### config.mk
export PLATFORM = sky130hd
export DESIGN_NAME = rr_mux_sel_arbiter_flat
export DESIGN_NICKNAME = d
export VERILOG_FILES = /design/src/rtl/rr_mux_sel_arbiter_pkg.sv /design/src/rtl/rr_mux_sel_arbiter_if.sv /design/src/rtl/rr_mux_sel_arbiter_rr_pick.sv /design/src/rtl/rr_mux_sel_arbiter.sv /design/src/flat_wrapper.sv
export SDC_FILE = /design/constraint.sdc
export NUM_CORES = 1
export LEC_CHECK = 0
export BUFFER_PORTS_ARGS = -buffer_cell sky130_fd_sc_hd__buf_2
export CORE_UTILIZATION = 50
export DETAILED_ROUTE_END_ITERATION = 12
export GPL_TIMING_DRIVEN = 1
export PLACE_DENSITY_LB_ADDON = 0.15
export SYNTH_ARGS = -nofsm -noshare
export SYNTH_HDL_FRONTEND = slang
export SYNTH_HIERARCHICAL = 1
export SYNTH_SLANG_ARGS = --single-unit
### constraint.sdc
create_clock -name clk -period 3 [get_ports clk]
set_input_delay 0.3 -clock clk [delete_from_list [all_inputs] [get_ports clk]]
set_output_delay 0.3 -clock clk [all_outputs]
set_load 0.02 [all_outputs]
### src/rtl/rr_mux_sel_arbiter_pkg.sv
// Shared constants, state encoding and helpers for the round-robin mux-select arbiter.
package rr_mux_sel_arbiter_pkg;
  localparam int N_CH  = 4;
  localparam int SEL_W = 2;

  typedef enum logic {
    ST_IDLE  = 1'b0,
    ST_GRANT = 1'b1
  } state_t;

  function automatic logic [N_CH-1:0] onehot(input logic [SEL_W-1:0] idx);
    onehot      = '0;
    onehot[idx] = 1'b1;
  endfunction
endpackage

### src/rtl/rr_mux_sel_arbiter_if.sv
// Request/grant bundle between the channel side and the arbiter, plus FSM state for checkers.
interface rr_mux_sel_arbiter_if;
  import rr_mux_sel_arbiter_pkg::*;

  // Handshake: each channel holds req[n] while it wants the mux; the owner pulses done for
  // one cycle to hand back the grant. valid qualifies sel/grant and equals |grant.
  logic [N_CH-1:0]  req;
  logic             done;
  logic [SEL_W-1:0] sel;
  logic [N_CH-1:0]  grant;
  logic             valid;
  state_t           state;

  modport master (output req, done, input sel, grant, valid, state);
  modport slave  (input req, done, output sel, grant, valid, state);
endinterface

### src/rtl/rr_mux_sel_arbiter_rr_pick.sv
// Combinational round-robin search: first set request bit scanning from ptr upward, mod 4.
module rr_pick
  import rr_mux_sel_arbiter_pkg::*;
(
  input  logic [N_CH-1:0]  req,
  input  logic [SEL_W-1:0] ptr,
  output logic             found,
  output logic [SEL_W-1:0] idx
);
  logic [2*N_CH-1:0] dbl;
  logic [N_CH-1:0]   rot;
  logic [SEL_W-1:0]  off;

  always_comb begin
    dbl = {req, req};
    rot = dbl[ptr +: N_CH];
    off = '0;
    // Walk downward so the lowest set bit of the rotated vector wins.
    for (int i = N_CH - 1; i >= 0; i--) begin
      if (rot[i]) off = SEL_W'(i);
    end
    found = |rot;
    idx   = ptr + off;
  end
endmodule

### src/rtl/rr_mux_sel_arbiter.sv
// Round-robin arbiter driving a registered 2-bit select into a 4:1 mux, with bounded hold time.
module rr_mux_sel_arbiter
  import rr_mux_sel_arbiter_pkg::*;
#(
  parameter int MAX_HOLD = 8
) (
  input  logic                 clk,
  input  logic                 rst_n,
  rr_mux_sel_arbiter_if.slave  bus
);
  localparam int HCNT_W = $clog2(MAX_HOLD);

  state_t            state_q, state_d;
  logic [SEL_W-1:0]  ptr_q, ptr_d;
  logic [SEL_W-1:0]  sel_q, sel_d;
  logic [N_CH-1:0]   grant_q, grant_d;
  logic              valid_q, valid_d;
  logic [HCNT_W-1:0] hcnt_q, hcnt_d;

  logic [N_CH-1:0]   owner_oh, others, pick_req;
  logic [SEL_W-1:0]  pick_ptr, pick_idx;
  logic              pick_found, at_limit, timeout, rel;

  // While granted, sel_q is the owner index.
  assign owner_oh = onehot(sel_q);
  assign others   = bus.req & ~owner_oh;
  assign at_limit = (hcnt_q == HCNT_W'(MAX_HOLD - 1));
  assign timeout  = (state_q == ST_GRANT) && at_limit && (|others);
  assign rel      = (state_q == ST_GRANT) &&
                    (bus.done || !(|(bus.req & owner_oh)) || timeout);

  // On release the search starts just past the owner, so the owner naturally ranks last.
  assign pick_ptr = (state_q == ST_GRANT) ? sel_q + SEL_W'(1) : ptr_q;
  assign pick_req = timeout ? others : bus.req;

  rr_pick u_pick (
    .req   (pick_req),
    .ptr   (pick_ptr),
    .found (pick_found),
    .idx   (pick_idx)
  );

  always_comb begin
    state_d = state_q;
    ptr_d   = ptr_q;
    sel_d   = sel_q;
    grant_d = grant_q;
    valid_d = valid_q;
    hcnt_d  = hcnt_q;
    case (state_q)
      ST_IDLE: begin
        if (pick_found) begin
          state_d = ST_GRANT;
          sel_d   = pick_idx;
          grant_d = onehot(pick_idx);
          valid_d = 1'b1;
          hcnt_d  = '0;
        end
      end
      ST_GRANT: begin
        if (rel) begin
          ptr_d = pick_ptr;
          if (pick_found) begin
            sel_d   = pick_idx;
            grant_d = onehot(pick_idx);
            valid_d = 1'b1;
            hcnt_d  = '0;
          end else begin
            // sel keeps its value so the downstream mux does not toggle.
            state_d = ST_IDLE;
            grant_d = '0;
            valid_d = 1'b0;
            hcnt_d  = '0;
          end
        end else if (!at_limit) begin
          hcnt_d = hcnt_q + HCNT_W'(1);
        end
      end
      default: begin
        state_d = ST_IDLE;
        grant_d = '0;
        valid_d = 1'b0;
      end
    endcase
  end

  always_ff @(posedge clk or negedge rst_n) begin
    if (!rst_n) begin
      state_q <= ST_IDLE;
      ptr_q   <= '0;
      sel_q   <= '0;
      grant_q <= '0;
      valid_q <= 1'b0;
      hcnt_q  <= '0;
    end else begin
      state_q <= state_d;
      ptr_q   <= ptr_d;
      sel_q   <= sel_d;
      grant_q <= grant_d;
      valid_q <= valid_d;
      hcnt_q  <= hcnt_d;
    end
  end

  assign bus.sel   = sel_q;
  assign bus.grant = grant_q;
  assign bus.valid = valid_q;
  assign bus.state = state_q;
endmodule

### src/flat_wrapper.sv
// flat-port wrapper written by rule: the top's interface ports become plain ports
module rr_mux_sel_arbiter_flat import rr_mux_sel_arbiter_pkg::*;
#(
  parameter int MAX_HOLD = 8
)
  (clk, rst_n, bus_req, bus_done, bus_sel, bus_grant, bus_valid, bus_state);
  rr_mux_sel_arbiter_if bus_i ();
  input  logic clk;
  input  logic rst_n;
  input wire logic [$bits(bus_i.req)-1:0] bus_req;
  input wire logic [$bits(bus_i.done)-1:0] bus_done;
  output wire logic [$bits(bus_i.sel)-1:0] bus_sel;
  output wire logic [$bits(bus_i.grant)-1:0] bus_grant;
  output wire logic [$bits(bus_i.valid)-1:0] bus_valid;
  output wire logic [$bits(bus_i.state)-1:0] bus_state;
  assign bus_i.req = bus_req;
  assign bus_i.done = bus_done;
  assign bus_sel = bus_i.sel;
  assign bus_grant = bus_i.grant;
  assign bus_valid = bus_i.valid;
  assign bus_state = bus_i.state;
  rr_mux_sel_arbiter #(.MAX_HOLD(MAX_HOLD)) u_core (.clk(clk), .rst_n(rst_n), .bus(bus_i));
endmodule
==> flow_summary.yaml <==
status:
  status: "finished with violations"
  violations: "setup timing"
clock_tree:
  cts-buffers-inserted: 3
  cts.clk_slew.worst_paths_ns: 0.08
  clk_latency_ns: 0.27
  cts_sinks: 13
  cts_buffer_depth: 2
  clockRootBuffer: "clkbuf_4"
  cts_tree: "built"
  ctsHtreeMaxLevel: 1
sta:
  rsz0062_at_grt: "true"
  maxSlewViolCount: 0
  final.setup.tns_ns: -0.134
  worst_clock_skew_ns: 0.00250
  fin_crit_sh: 1.03
  min_period_ns: 3.08
  fmax_ghz: 0.325
  final-setup-viol-count: 3
  tightest_slew_ns: 0.386
  hold_viol: 0
  worst_slack_ns: -0.0776
  slew_headroom: 0.742
die:
  die_w_um: 47.8
  floorplan.initialDensity: 0.534
  die_h_um: 47.8
  rows: 16
  design.core.area_mm2: 0.00196
  io_pins: 15
  die_area_mm2: 0.00228
cells_and_area:
  final_common_cell: "buf_4"
  final_cells: 176
  nNetsFinal: 164
  final_util: 0.755
  layout_common_cells: "22 x buf_4, 14 x buf_2, 11 x dfrtp_1"
  layout-drive-gt1-share: 0.503
  multi_input_area_um2: 812
  area_growth_pct: 41.5
  fill_cells: 151
  n_antenna_cell: 0
  regArea_um2: 328
synthesis:
  yosys.area_share.simple: 0.165
  muxShareOfSynthArea: 0.0824
  synth_compound_area_frac: 0.305
  synth-xor-area-share: 0.0251
  synth_seq_cells: 13
  ys_warn_count: 6
  async_reset_ff_frac: 1.00
  yosys-top-cells-area: "dfrtp_1 31%, ha_1 8.4%, a21oi_1 4.3%"
  synth_nets: 123
  synth_cells: 109
  synth.distinct_cells: 43
  synth_area_leader_cell: "dfrtp_1"
  avgSynthCellArea_um2: 9.61
  synth_top_family_by_area: "compound AO/OA/AOI/OAI gates"
  syn_area_mm2: 0.00105
  ys_seq_area_frac: 0.311
  synth_top_cell_area_share: 0.311
  synthAdderAreaFrac: 0.0836
  ys.flop_type: "dfrtp_1"
  synth-edff-count: 0
power_and_ir_drop:
  leakagePower_uw: 0.000681
  p_per_area_mw_per_mm2: 1030
  power.total_uw: 1530
  ir_drop_uv: 932
global_routing:
  grt_pass1_vias: 849
  grt_antenna_before_repair: 0
  grt_first_pass_wirelength_um: 3610
  grt_usage: 0.228
  grt_max_degree: 14
  grt_overflow: 0
setup_path:
  critPathMaxStageDelay_ns: 0.44
  cp_slowest_cell: "dfrtp_2"
  reg2reg_slack_ns: -0.08
  crit_path_end_kind: "flip-flop"
  startpoint_type: "flip-flop"
  critPathArrivalTime_ns: 3.24
  crit_required_ns: 3.16
  worst-setup-path-type: "reg -> reg"
  worstRegToRegCells: 16
  r2r-end: "u_core/bus.grant[0]"
  crit-reg2reg-launch: "u_core/bus.sel[1]"
  cp_max_fo: 5
  path_cells: "buf_6, ha_4, nand2b_4, a41oi_4, a21boi_2, nor2b_4, a21oi_2, o22ai_1, o21a_1, ha_2, xnor2_2, xnor2_2, nor3b_2, a21oi_1, nor2_1, a221o_1"
  crit_top_cell: "xnor2_2"
detailed_routing:
  drt_iter0_drc: 14
  firstDrtPassIters: 4
  drc_errors: 0
  wl_um: 2630
  vias_per_cell: 5.61
  routedWlPerCell_um: 14.9
  ant_nets: 0
  via_count: 988
place:
  dp.cells: 161
  preCtsSetupSlack_ns: -0.0593
  dpl.hpwl_um: 1890
  place.gp.congestion: 0.833
  io_buffer_count: 14
hold_path:
  hold_class: "in -> async"
flow_run:
  maxCapViolCount: 0
==> kinds of logic (layout without fill, tap and decap cells) <==
| group | after synthesis | in the layout |
|---|---|---|
| buf+inv | 8 | 48 |
| fa+ha+maj | 7 | 7 |
| mux | 8 | 8 |
| simple gates | 32 | 32 |
| flops | 13 | 13 |
| xor+xnor | 3 | 3 |
| compound gates | 38 | 38 |
==> through the flow <==
| stage | hold slack (ns) | area (µm²) |
|---|---|---|
| detailed placement | 0.205 | 1350 |
| CTS | 0.433 | 1410 |
| global placement | 0.203 | 1350 |
| global route | 0.486 | 1480 |
| floorplan | 0.00441 | 1150 |
| finish | 0.442 | 1480 |
==> metal layers <==
layer | vias up | global-route usage | share of wire
met5 | - | 0 | 0
met4 | 0 | 0 | 0.014
met3 | 4 | 0.0679 | 0.038
met2 | 25 | 0.384 | 0.50
met1 | 475 | 0.309 | 0.45
li1 | 484 | - | -
==> synth_stat cells (all sizes together) (2+ instances only) <==
cell    number
a211o        3
a21boi       4
a21oi       10
a22o         2
clkbuf       2
dfrtp       13
ha           7
inv          6
mux2         5
mux2i        3
nand2        9
nand2b       6
nand3        2
nor2         6
nor2b        3
o211ai       2
o21ai        3
o31ai        2
xnor2        3
==> how the worst max path moves through the flow <==
stage,from,end,slack [ns]
floorplan,u_core/bus.sel[0],u_core/bus.grant[0],0.02
global placement,u_core/bus.sel[1],u_core/bus.grant[1],0.03
detailed placement,u_core/bus.sel[1],u_core/bus.grant[0],-0.06
CTS,u_core/bus.sel[1],u_core/bus.grant[0],0.007
global route,u_core/bus.sel[1],u_core/bus.grant[0],-0.24
finish,u_core/bus.sel[1],u_core/bus.grant[0],-0.08
==> report_power, final <==
part | internal [µW] | switching [µW] | leakage, µW | total [µW]
clock | 51.5 | 56.4 | 0.0000150 | 108
combinational | 579 | 545 | 0.000510 | 1120
sequential | 246 | 53.9 | 0.000156 | 300
total | 876 | 656 | 0.000681 | 1530
==> layout make-up <==
| class | count | area share |
|---|---|---|
| well taps | 27 | 0.0228 |
| clock buffers | 4 | 0.0177 |
| multi-input cells | 88 | 0.548 |
| inverters | 6 | 0.0169 |
| repair buffers | 38 | 0.173 |
| flip-flops and latches | 13 | 0.221 |
==> worst max-delay path: cells and delay by family, from the launching register on <==
family                     cells  cell delay (ns)
DFF                            1             0.44
AOI/OAI and AO/OA              7             1.21
xor gates and xnor gates       2             0.38
adders and majority gates      2             0.33
buffers and inverters          1             0.13
and+or+nand+nor                4             0.45
==> sequential cells by signal, indices dropped and copies added, names as in the netlist <==
register / flops
u_core/bus.sel: 2
u_core/bus.grant: 4
u_core/hcnt_q: 3
u_core/ptr_q: 2
u_core/bus.valid: 1
u_core/bus.state: 1
==> what timing repair did <==
action,in CTS,in global routing
endpoints found under the setup margin,3,5
setup buffers,3,7
endpoints found under the hold margin,13,0
hold buffers,1,0
pin swaps,4,13
resized for setup,3,5
Note: power is estimated with default switching activity, not from simulation.
